===== config.mk =====
export PLATFORM = sky130hd
export DESIGN_NAME = alu_issue_queue
export DESIGN_NICKNAME = d
export VERILOG_FILES = /design/src/rtl/alu_issue_queue.sv
export SDC_FILE = /design/constraint.sdc
export NUM_CORES = 1
export LEC_CHECK = 0
export BUFFER_PORTS_ARGS = -buffer_cell sky130_fd_sc_hd__clkbuf_2
export CELL_PAD_IN_SITES_DETAIL_PLACEMENT = 1
export CELL_PAD_IN_SITES_GLOBAL_PLACEMENT = 1
export CORE_ASPECT_RATIO = 0.8
export CORE_MARGIN = 2
export CORE_UTILIZATION = 44
export DETAILED_ROUTE_END_ITERATION = 6
export PLACE_DENSITY_LB_ADDON = 0.1
export SETUP_SLACK_MARGIN = 0.5
export SLEW_MARGIN = 30
export SYNTH_ARGS = -nofsm -noshare
export SYNTH_HDL_FRONTEND = slang
export SYNTH_SLANG_ARGS = --single-unit

===== constraint.sdc =====
create_clock -name clk -period 3.99 [get_ports clk]
set_input_delay 0.1995 -clock clk [delete_from_list [all_inputs] [get_ports clk]]
set_output_delay 0.1995 -clock clk [all_outputs]
set_load 0.02 [all_outputs]

===== src/rtl/alu_issue_queue.sv =====
// Issue stage for templatized_alu: buffers requests, issues them with a result-slot credit, returns tagged results.
// Optional flush input enabled by defining ALU_ISSUE_QUEUE_FLUSH_EN.
module alu_issue_queue #(
  parameter int WIDTH     = 32,
  parameter int OP_W      = 4,
  parameter int TAG_W     = 4,
  parameter int DEPTH     = 4,
  parameter int RES_DEPTH = 2
) (
  input  logic                       clk,
  input  logic                       rst,
`ifdef ALU_ISSUE_QUEUE_FLUSH_EN
  input  logic                       flush,
`endif
  input  logic                       in_valid,
  output logic                       in_ready,
  input  logic [WIDTH-1:0]           in_a,
  input  logic [WIDTH-1:0]           in_b,
  input  logic [OP_W-1:0]            in_op,
  input  logic [TAG_W-1:0]           in_tag,
  output logic [WIDTH-1:0]           alu_a,
  output logic [WIDTH-1:0]           alu_b,
  output logic [OP_W-1:0]            alu_op,
  input  logic [WIDTH-1:0]           alu_out,
  output logic                       res_valid,
  input  logic                       res_ready,
  output logic [WIDTH-1:0]           res_data,
  output logic [TAG_W-1:0]           res_tag,
  output logic [$clog2(DEPTH+1)-1:0] cmd_count
);

  localparam int PW  = $clog2(DEPTH);
  localparam int RPW = $clog2(RES_DEPTH);
  localparam int CW  = $clog2(DEPTH+1);
  localparam int RCW = $clog2(RES_DEPTH+1);

  logic [WIDTH-1:0] r_cmd_a   [DEPTH];
  logic [WIDTH-1:0] r_cmd_b   [DEPTH];
  logic [OP_W-1:0]  r_cmd_op  [DEPTH];
  logic [TAG_W-1:0] r_cmd_tag [DEPTH];
  logic [PW-1:0]    r_wr_ptr;
  logic [PW-1:0]    r_rd_ptr;
  logic [CW-1:0]    r_cmd_count;

  logic [WIDTH-1:0] r_res_data [RES_DEPTH];
  logic [TAG_W-1:0] r_res_tag  [RES_DEPTH];
  logic [RPW-1:0]   r_res_wr;
  logic [RPW-1:0]   r_res_rd;
  logic [RCW-1:0]   r_res_count;

  logic             r_pipe_valid;
  logic [TAG_W-1:0] r_pipe_tag;
  logic [OP_W-1:0]  r_alu_op;

  logic             w_flush;
  logic             w_push;
  logic             w_cmd_nonempty;
  logic             w_issue;
  logic             w_res_push;
  logic             w_res_pop;
  logic [RCW:0]     w_credit_sum;

`ifdef ALU_ISSUE_QUEUE_FLUSH_EN
  assign w_flush = flush;
`else
  assign w_flush = 1'b0;
`endif

  assign in_ready       = !rst && !w_flush && (r_cmd_count != CW'(DEPTH));
  assign w_push         = in_valid && in_ready;
  assign w_cmd_nonempty = (r_cmd_count != '0);
  assign cmd_count      = rst ? '0 : r_cmd_count;

  // Slots already promised: buffered results minus the one leaving now, plus the op in the ALU.
  assign w_res_pop    = res_valid && res_ready;
  assign w_credit_sum = {1'b0, r_res_count} - {{RCW{1'b0}}, w_res_pop}
                      + {{RCW{1'b0}}, r_pipe_valid};
  assign w_issue      = w_cmd_nonempty && !w_flush && (w_credit_sum < (RCW+1)'(RES_DEPTH));
  assign w_res_push   = r_pipe_valid && !w_flush;

  assign alu_a  = w_cmd_nonempty ? r_cmd_a[r_rd_ptr] : '0;
  assign alu_b  = w_cmd_nonempty ? r_cmd_b[r_rd_ptr] : '0;
  assign alu_op = r_alu_op;

  assign res_valid = !rst && (r_res_count != '0);
  assign res_data  = r_res_data[r_res_rd];
  assign res_tag   = r_res_tag[r_res_rd];

  always_ff @(posedge clk) begin
    if (w_push) begin
      r_cmd_a[r_wr_ptr]   <= in_a;
      r_cmd_b[r_wr_ptr]   <= in_b;
      r_cmd_op[r_wr_ptr]  <= in_op;
      r_cmd_tag[r_wr_ptr] <= in_tag;
    end
    if (!rst && w_res_push) begin
      r_res_data[r_res_wr] <= alu_out;
      r_res_tag[r_res_wr]  <= r_pipe_tag;
    end
  end

  always_ff @(posedge clk) begin
    if (rst) begin
      r_wr_ptr     <= '0;
      r_rd_ptr     <= '0;
      r_cmd_count  <= '0;
      r_res_wr     <= '0;
      r_res_rd     <= '0;
      r_res_count  <= '0;
      r_pipe_valid <= 1'b0;
      r_pipe_tag   <= '0;
      r_alu_op     <= '0;
    end else begin
      if (w_flush) begin
        r_wr_ptr    <= '0;
        r_rd_ptr    <= '0;
        r_cmd_count <= '0;
      end else begin
        if (w_push)  r_wr_ptr <= r_wr_ptr + PW'(1);
        if (w_issue) r_rd_ptr <= r_rd_ptr + PW'(1);
        r_cmd_count <= r_cmd_count + CW'(w_push) - CW'(w_issue);
      end
      r_pipe_valid <= w_issue;
      if (w_issue) begin
        r_alu_op   <= r_cmd_op[r_rd_ptr];
        r_pipe_tag <= r_cmd_tag[r_rd_ptr];
      end
      if (w_res_push) r_res_wr <= r_res_wr + RPW'(1);
      if (w_res_pop)  r_res_rd <= r_res_rd + RPW'(1);
      r_res_count <= r_res_count + RCW'(w_res_push) - RCW'(w_res_pop);
    end
  end

endmodule


# Yosys cells after proc, flatten, opt, wreduce, memory -nomap -nowiden
# Memories as Yosys holds them, arrays and structs flattened. A register that Yosys moved wholly into a read port is not among the register bits.
# Index checks and enable logic that the tools add are counted.
# word_totals
reg_bits	12
latchBits	0
ram_bits	360
mem_bits_ro	0
input_bits	108
output_inout_bits	109
word_cells	49
memories	6
# mem_list
memory	words	word_bits	rd	rd_ports_with_merged_regs	write_ports	line	rtl
r_cmd_a	4	32	1	1	1	37	logic [WIDTH-1:0] r_cmd_a [DEPTH];
r_cmd_b	4	32	1	1	1	38	logic [WIDTH-1:0] r_cmd_b [DEPTH];
r_res_data	2	32	1	1	1	45	logic [WIDTH-1:0] r_res_data [RES_DEPTH];
r_cmd_op	4	4	1	1	1	39	logic [OP_W-1:0] r_cmd_op [DEPTH];
r_cmd_tag	4	4	1	1	1	40	logic [TAG_W-1:0] r_cmd_tag [DEPTH];
r_res_tag	2	4	1	1	1	46	logic [TAG_W-1:0] r_res_tag [RES_DEPTH];
# op_classes
addsub	10
mul	0
n_div	0
n_lt_le_gt_ge	1
n_eq_ne	1
n_shift	0
n_mux	15
bitwise	0
n_reduce_logical	9
# op_table
cell	n
$mux 32	2
$mux 1	8
$mux 2	4
$add 3x1->3	2
$logic_and 1x1->1	6
$add 2x1->2 const B	2
$lt 3x2->1 const B	1
$mux 3	1
$ne 3x3->1 const B	1
$reduce_bool 3->1	1
$sub 2x1->3	1
$sub 3x1->3	1
$add 1x1->1 const B	2
$add 2x1->2	1
$reduce_bool 2->1	1
$sub 2x1->2	1
$logic_not 1->1	1

# Longest topological paths before layout
# Gate-level depths: netlist of run 1.
# logic_depth
depth_word	9
mapped_depth	17
depth_no_buf	17

# Least setup slack after synthesis of run 1
# No wires, ideal clock.
# synth_timing
kind	in2reg
startpoint	input port rst
endpoint	memory r_res_data[1][0], enable pin
setup_time_ns	0.482
arrival_time_ns	3.308
path_slack_ns	0.200
cell_stages	3
cell_sequence	clkbuf_1 clkbuf_1 nor3b_1
# synth_between
elab_chain_len	4
# synth_lines
item	line	rtl
start, declared	11	input logic rst,
$logic_not 1->1	96	if (!rst && w_res_push) begin
$logic_and 1x1->1	96	
$mux 1	96	
$mux 1 (not written as such)	97	r_res_data[r_res_wr] <= alu_out;
end, declared	45	
# No other way between the ends.

# Final worst setup path of run 1
# layout_timing
startpoint	register r_res_count[0]
endpoint	register r_cmd_count[2]
# layout_between
elab_chain_len	8
# layout_lines
item	line	rtl
start, declared	49	logic [RCW-1:0] r_res_count;
start signal, assigned	130	r_res_count <= r_res_count + RCW'(w_res_push) - RCW'(w_res_pop);
$reduce_bool 2->1	85	assign res_valid = !rst && (r_res_count != '0);
$logic_and 1x1->1	85	
$logic_and 1x1->1	75	assign w_res_pop = res_valid && res_ready;
via w_res_pop	60	logic w_res_pop;
$sub 2x1->3	76	assign w_credit_sum = {1'b0, r_res_count} - {{RCW{1'b0}}, w_res_pop}
$add 3x1->3	77	+ {{RCW{1'b0}}, r_pipe_valid};
$lt 3x2->1	78	assign w_issue = w_cmd_nonempty && !w_flush && (w_credit_sum < (RCW+1)'(RES_DEPTH));
$logic_and 1x1->1	78	
via w_issue	58	logic w_issue;
$sub 3x1->3	121	r_cmd_count <= r_cmd_count + CW'(w_push) - CW'(w_issue);
end signal, assigned	121	
end, declared	43	logic [CW-1:0] r_cmd_count;
# The timed path passes the listed nets, and every way through them passes these cells.
# A chain may end at the register's enable or synchronous reset.

==> results.txt, run 1 <==
Starting Density - 44.68%
Port Buffers - 216
Commonest cells post-synth - edfxtp_1 (360), mux4_2 (72), and2_1 (69)
Seq/Total Area, Yosys - 77.66%
Synth-to-Final Area Change - 27.17%
Final Skew - 15.91 ps
Post-synth EDFFs - 360
Die Span Y - 166.4 microns
Pre-antenna DRT Iters - 5
Final hold slack - 106.5 ps
Synthesis warning total - 0
Ordered list of cells on the worst path - o21bai_4, nor2_1, ha_1, inv_1, ha_1, inv_1, fa_2, xor2_4, nor3_4, ha_1, inv_1, ha_1, inv_1, fa_2, xor2_2, and2_1, nor3_2
Cells after DPL - 1,306
Cell accounting for the most synthesized area - edfxtp_1
Die area - 34,460 sq um
Fmax - 300.6 MHz
Synth Net Count - 796
Non-Filler Instances - 1,485
Largest net degree at the start of global routing - 40
Dominant synthesized flop cell - edfxtp_1
Nets - 1,147
Fraction of registers with async set/reset - 0%
Vias in the first global route - 8,504
Final instance area - 18,460 sq um
Die X - 207.1 microns
Critical Path RT - 4440 ps
Syn Area/Cell - 21.41 sq um
Worst stage delay on the critical path - 410 ps
DP Area - 16,180 sq um
Clock period minus final worst setup slack - 3326 ps
DR WL/cell - 21.09 microns
Max Buffers Root-to-Sink - 3
Post-route DRC - 0
Crit path DAT - 3780 ps
Hold/Removal Path Class - in -> reg
Initial antenna violation count - 2
Leakage power - 6.480 nW
Post-route ant nets - 0
Slew @ Worst Pin - 759.6 ps
DR iter-0 viols - 333
Endpoint type of the worst setup path - flip-flop
I/O pin count - 217
RD Place Congestion - 0.7254
Rel. slew slack - 49.08%
First-pass GRT wire length - 49.00 mm
Post-Syn Area - 14,510 sq um
Count of different cell masters after synthesis - 31
Core area - 32,480 sq um
Slew Limit Fails - 0
Most numerous cell in the Yosys netlist - edfxtp_1
Peak VDD IR - 458.9 uV
H-tree levels - 2
Synth top area share - 74.49%
Flops & latches, synth - 383
Layout cell share with drive strength beyond 1 - 39.49%
Status - complete, no violations
Setup CP Type - reg -> reg
Crit Path Max Fanout - 3
Vias - 7,576
Via density - 5.102
Routed Wire Length - 31.32 mm
Worst skew pair latency - 520 ps
Fillcell total - 2,920
GR Overflow Total - 0
Clk root buf - clkbuf_16
Num Clock Sinks - 383
Worst-path clk slew - 60 ps
Tcrit/Tclk final - 83.37%
Synth top area cells - edfxtp_1 (74%), mux4_2 (11%), dfxtp_1 (3.2%)
Final setup viols - 0
TritonCTS clock tree - done
Pwr Density - 637.7 nW/um^2
Total negative setup slack - 0 ps
GR Util All Layers - 18.35%
Synth Instances - 678
FP Rows - 59
Slowest cell on the critical path - fa_2
RSZ-0062 raised after global routing - no
CP startpoint kind - flip-flop
Hold Violations, Final - 0
Cts bufs inserted - 40
Detail Placement HPWL - 18.77 mm
Max_cap viols - 0
## flip-flops by register name, indices dropped and copies added, names as in the netlist, 3 cells and up, named ones only
signal,flops
r_cmd_op,16
r_res_data,64
r_cmd_a,128
r_pipe_tag,4
r_cmd_tag,16
r_cmd_b,128
r_res_tag,8
r_cmd_count,3
alu_op,4
## cell usage in the layout, fill, tap and decap left out, drive strengths merged, types with 4 or more instances in the layout
master / Yosys / final
mux2: 40 / 40
ha: 8 / 8
a21oi: 10 / 10
clkinv: 1 / 13
dlygate4sd3: 0 / 104
and2: 69 / 69
o31ai: 8 / 8
nor3: 4 / 4
mux4: 72 / 72
buf: 17 / 21
edfxtp: 360 / 360
inv: 10 / 12
nor2b: 7 / 7
clkbuf: 15 / 271
dfxtp: 23 / 23
nand4: 9 / 9
nor2: 9 / 9
## stage by stage
| stage | util, % | worst slack, ps | total power, W |
|---|---|---|---|
| detailed placement | 49.82 | 319.5 | 0.008374 |
| finish | 56.82 | 663.7 | 0.01177 |
| global route | 56.82 | 459.3 | 0.01234 |
| CTS | 56.65 | 501.5 | 0.01186 |
| floorplan | - | 594.4 | 0.007251 |
| global placement | 49.70 | 471.8 | 0.008280 |
## timing repair
item / 4_1_cts / 5_1_grt
gates resized for setup: 4 / 7
pin swaps: 1 / 3
hold buffers: 104 / 0
setup endpoints to repair: 1 / 1
buffers inserted: 1 / 3
endpoints found under the hold margin: 352 / 0
## worst max-delay path: cells and delay by family (launching register included)
| family | cells | cell delay [ps] |
|---|---|---|
| adder cells (fa/ha/maj) | 6 | 1540 |
| XOR/XNOR | 2 | 370 |
| AO/OA/AOI/OAI | 1 | 100 |
| flip-flops | 1 | 400 |
| buffers and inverters | 4 | 230 |
| AND/OR/NAND/NOR | 4 | 620 |
## logic make-up (layout without fill, tap and decap cells)
group | count (synthesis) | count (layout) | share of synthesized area (%)
xor gates and xnor gates | 4 | 4 | 0.2932
AOI/OAI and AO/OA | 20 | 20 | 0.8449
DFF | 383 | 383 | 77.66
and+or+nand+nor | 105 | 105 | 4.466
adders and majority gates | 10 | 10 | 0.9656
buffers and inverters | 43 | 421 | 1.422
muxes | 113 | 113 | 14.35
other | 0 | 2 | 0
## layout make-up
class / instances / area (sq um) / share of cell area [%]
Sequential cell: 383 / 11280 / 61.13
Multi-Input combinational cell: 252 / 3115 / 16.88
Timing Repair Buffer: 341 / 2330 / 12.62
Clock buffer: 55 / 1079 / 5.844
Tap cell: 427 / 534.3 / 2.895
Clock inverter: 14 / 68.82 / 0.3729
Inverter: 11 / 41.29 / 0.2237
Antenna cell: 2 / 5.005 / 0.02712
## path summary, 6_finish.rpt
check | endpoint | from | depth (start not counted) | slack, ps
setup / recovery | r_cmd_count[2] | r_res_count[0] | 17 | 660
hold / removal | r_res_rd | res_ready | 4 | 110
setup reg to reg | r_cmd_count[2] | r_res_count[0] | 17 | 660
hold reg to reg | alu_op[0] | alu_op[0] | 2 | 480
## where the power goes
| part | internal, W | leakage, nW | switching (W) | total, W |
|---|---|---|---|---|
| logic | 0.00149 | 2.46 | 0.00190 | 0.00339 |
| registers | 0.00476 | 3.46 | 0.000291 | 0.00505 |
| clock network | 0.00189 | 0.561 | 0.00144 | 0.00333 |
## metal layers
metal | vias up | global-route usage (%) | part of all wire [%]
li1 | 3427 | - | -
met3 | 64 | 3.809 | 4.5
met2 | 190 | 31.42 | 50
met4 | 0 | 5.776 | 2.6
met1 | 3895 | 23.65 | 42
met5 | - | 0 | 0
Power figures use the tool's default switching activity.
==> inputs of run 2 (changes only) <==
clock period = 3 ns   (was 3.99 ns; I/O delays follow)
==> results.txt, run 2 (synthesized netlist as in run 1, its figures left out) <==
Core area - 32,480 sq um (unchanged)
Worst stage delay on the critical path - 380 ps (-30 ps)
Most frequent CP cell - inv_2
Tcrit/Tclk final - 108.3% (+25 points)
H-tree levels - 2 (unchanged)
Final Skew - 12.15 ps (-3.757 ps)
Pwr Density - 865.8 nW/um^2 (+36%)
Post-route ant nets - 0 (unchanged)
Starting Density - 44.68% (unchanged)
Hold-critical path depth - 4 (unchanged)
CP startpoint kind - flip-flop
Slew Limit Fails - 0 (unchanged)
Hold Violations, Final - 0 (unchanged)
Slew @ Worst Pin - 795.2 ps (+35.60 ps)
Cells after DPL - 1,317 (+0.84%)
RD Place Congestion - 0.7423 (+2.3%)
Pre-CTS setup slack - -399.9 ps (-719.4 ps)
Max Buffers Root-to-Sink - 3 (unchanged)
Cts bufs inserted - 40 (unchanged)
Largest registers - r_cmd_a (128), r_cmd_b (128), r_res_data (64)
FP Rows - 59 (unchanged)
Peak VDD IR - 632.1 uV (+38%)
Hold/Removal Path Class - in -> reg
I/O pin count - 217 (unchanged)
Crit path DAT - 3690 ps (-90 ps)
Final setup viols - 2 (+2)
Routed Wire Length - 31.95 mm (+2.0%)
Die Span Y - 166.4 microns (unchanged)
Critical Path RT - 3440 ps (-1000 ps)
GR Overflow Total - 0 (unchanged)
Max_cap viols - 0 (unchanged)
Clock period minus final worst setup slack - 3249 ps (-77.57 ps)
Crit Path Max Fanout - 2 (-1)
Setup CP Type - reg -> reg
FF-to-FF path depth - 17 (unchanged)
Slowest cell on the critical path - fa_2
Num Clock Sinks - 383 (unchanged)
DR WL/cell - 21.30 microns (+0.97%)
Nets - 1,162 (+1.3%)
Pre-antenna DRT Iters - 4 (-1)
Layout cell share with drive strength beyond 1 - 41.70% (+2.2 points)
Total power - 0.01625 W (+38%)
Vias - 7,603 (+0.36%)
Violated checks - setup timing
Ordered list of cells on the worst path - o21bai_4, nor2_2, ha_1, inv_1, ha_2, inv_2, fa_2, xor2_4, nor3_4, ha_1, inv_2, ha_4, inv_2, fa_2, xor2_2, and2_4, nor3_2
Largest net degree at the start of global routing - 53 (+33%)
Die X - 207.1 microns (unchanged)
Worst skew pair latency - 520 ps (about the same)
Port Buffers - 216 (unchanged)
Vias in the first global route - 8,850 (+4.1%)
Commonest non-fill, non-tap cell in the layout - edfxtp_1
Status - finished, violations left
Endpoint type of the worst setup path - flip-flop
Worst path setup slack after routing - -248.8 ps (-912.4 ps)
Non-Filler Instances - 1,500 (+1.0%)
DR iter-0 viols - 314 (-5.7%)
Fmax - 307.8 MHz (+2.4%)
Initial antenna violation count - 1 (-1)
Leakage power - 6.623 nW (+2.2%)
Clk root buf - clkbuf_16
Worst-path clk slew - 60 ps (about the same)
Detail Placement HPWL - 19.57 mm (+4.3%)
GR Util All Layers - 18.99% (+0.65 points)
Post-route DRC - 0 (unchanged)
Die area - 34,460 sq um (unchanged)
Synth-to-Final Area Change - 29.30%
RSZ-0062 raised after global routing - yes
Most frequent cells in the layout - edfxtp_1 (360), clkbuf_2 (216), dlygate4sd3_1 (105)
Rel. slew slack - 46.70% (-2.4 points)
Via density - 5.069 (-0.65%)
First-pass GRT wire length - 50.84 mm (+3.8%)
TritonCTS clock tree - done
[run 2: cell count changes in the layout (fill, tap and decap cells not counted), moves of 3 or more]
cell and delta:
buf_12 +3, inv_1 -3, buf_4 +5, mux2_4 +3, mux2_2 -3, buf_6 +4
clkinv_2 +3, clkinv_1 +3, clkbuf_1 -8, bufinv_16 +3
[run 2: final cells by class]
cell class	count	area (sq um)
antenna	1	2.502
clock inverter	23	182.7
inverter	11	43.79
tap	427	534.3
timing repair buffer	356	2512
sequential	383	11280
clock buffer	47	1049
multi-input combinational	252	3157
fill	2920	13720
[run 2: final timing paths]
| kind | start | end | slack [ps] |
|---|---|---|---|
| hold / removal | res_ready | r_res_rd | 80 |
| setup reg to reg | r_res_count[0] | r_cmd_count[2] | -250 |
| hold reg to reg | r_pipe_tag[3] | r_res_tag[1][3] | 470 |
| setup / recovery | r_res_count[0] | r_cmd_count[2] | -250 |
[run 2: metal layers]
metal	part of all wire, %	vias to the layer above	global-route usage (%)
li1	-	3463	-
met1	42	3921	24.18
met2	52	175	33.30
met3	4.4	44	3.922
met4	1.7	0	5.062
met5	0	-	0
[run 2: where the power goes]
part | total (W) | internal (W) | switching (W)
clock | 0.00469 | 0.00274 | 0.00194
combinational | 0.00492 | 0.00221 | 0.00271
sequential | 0.00664 | 0.00633 | 0.000305
[run 2: stage by stage]
step	hold WS [ps]	TNS [ps]	area, sq um	util [%]
6_report	75.50	-254.9	18760	57.77
2_1_floorplan	248.9	-166.0	14570	-
3_5_place_dp	343.0	-526.4	16340	50.31
3_3_place_gp	337.8	-147.1	16340	50.31
5_1_grt	103.5	-494.2	18760	57.77
4_1_cts	35.27	-333.0	18680	57.51
[run 2: critical path: cells and delay by family (launching register included)]
| kind | cells | cell delay (ps) |
|---|---|---|
| flip-flops | 1 | 330 |
| AND/OR/NAND/NOR | 4 | 570 |
| buffers and inverters | 4 | 200 |
| XOR/XNOR | 2 | 340 |
| adder cells (fa/ha/maj) | 6 | 1550 |
| AO/OA/AOI/OAI | 1 | 160 |
[run 2: what timing repair did]
item | in CTS | in global routing
hold buffers | 105 | 0
gates resized for setup | 9 | 15
setup buffers | 4 | 3
endpoints found under the setup margin | 63 | 66
pin swaps | 3 | 1
endpoints found under the hold margin | 353 | 0
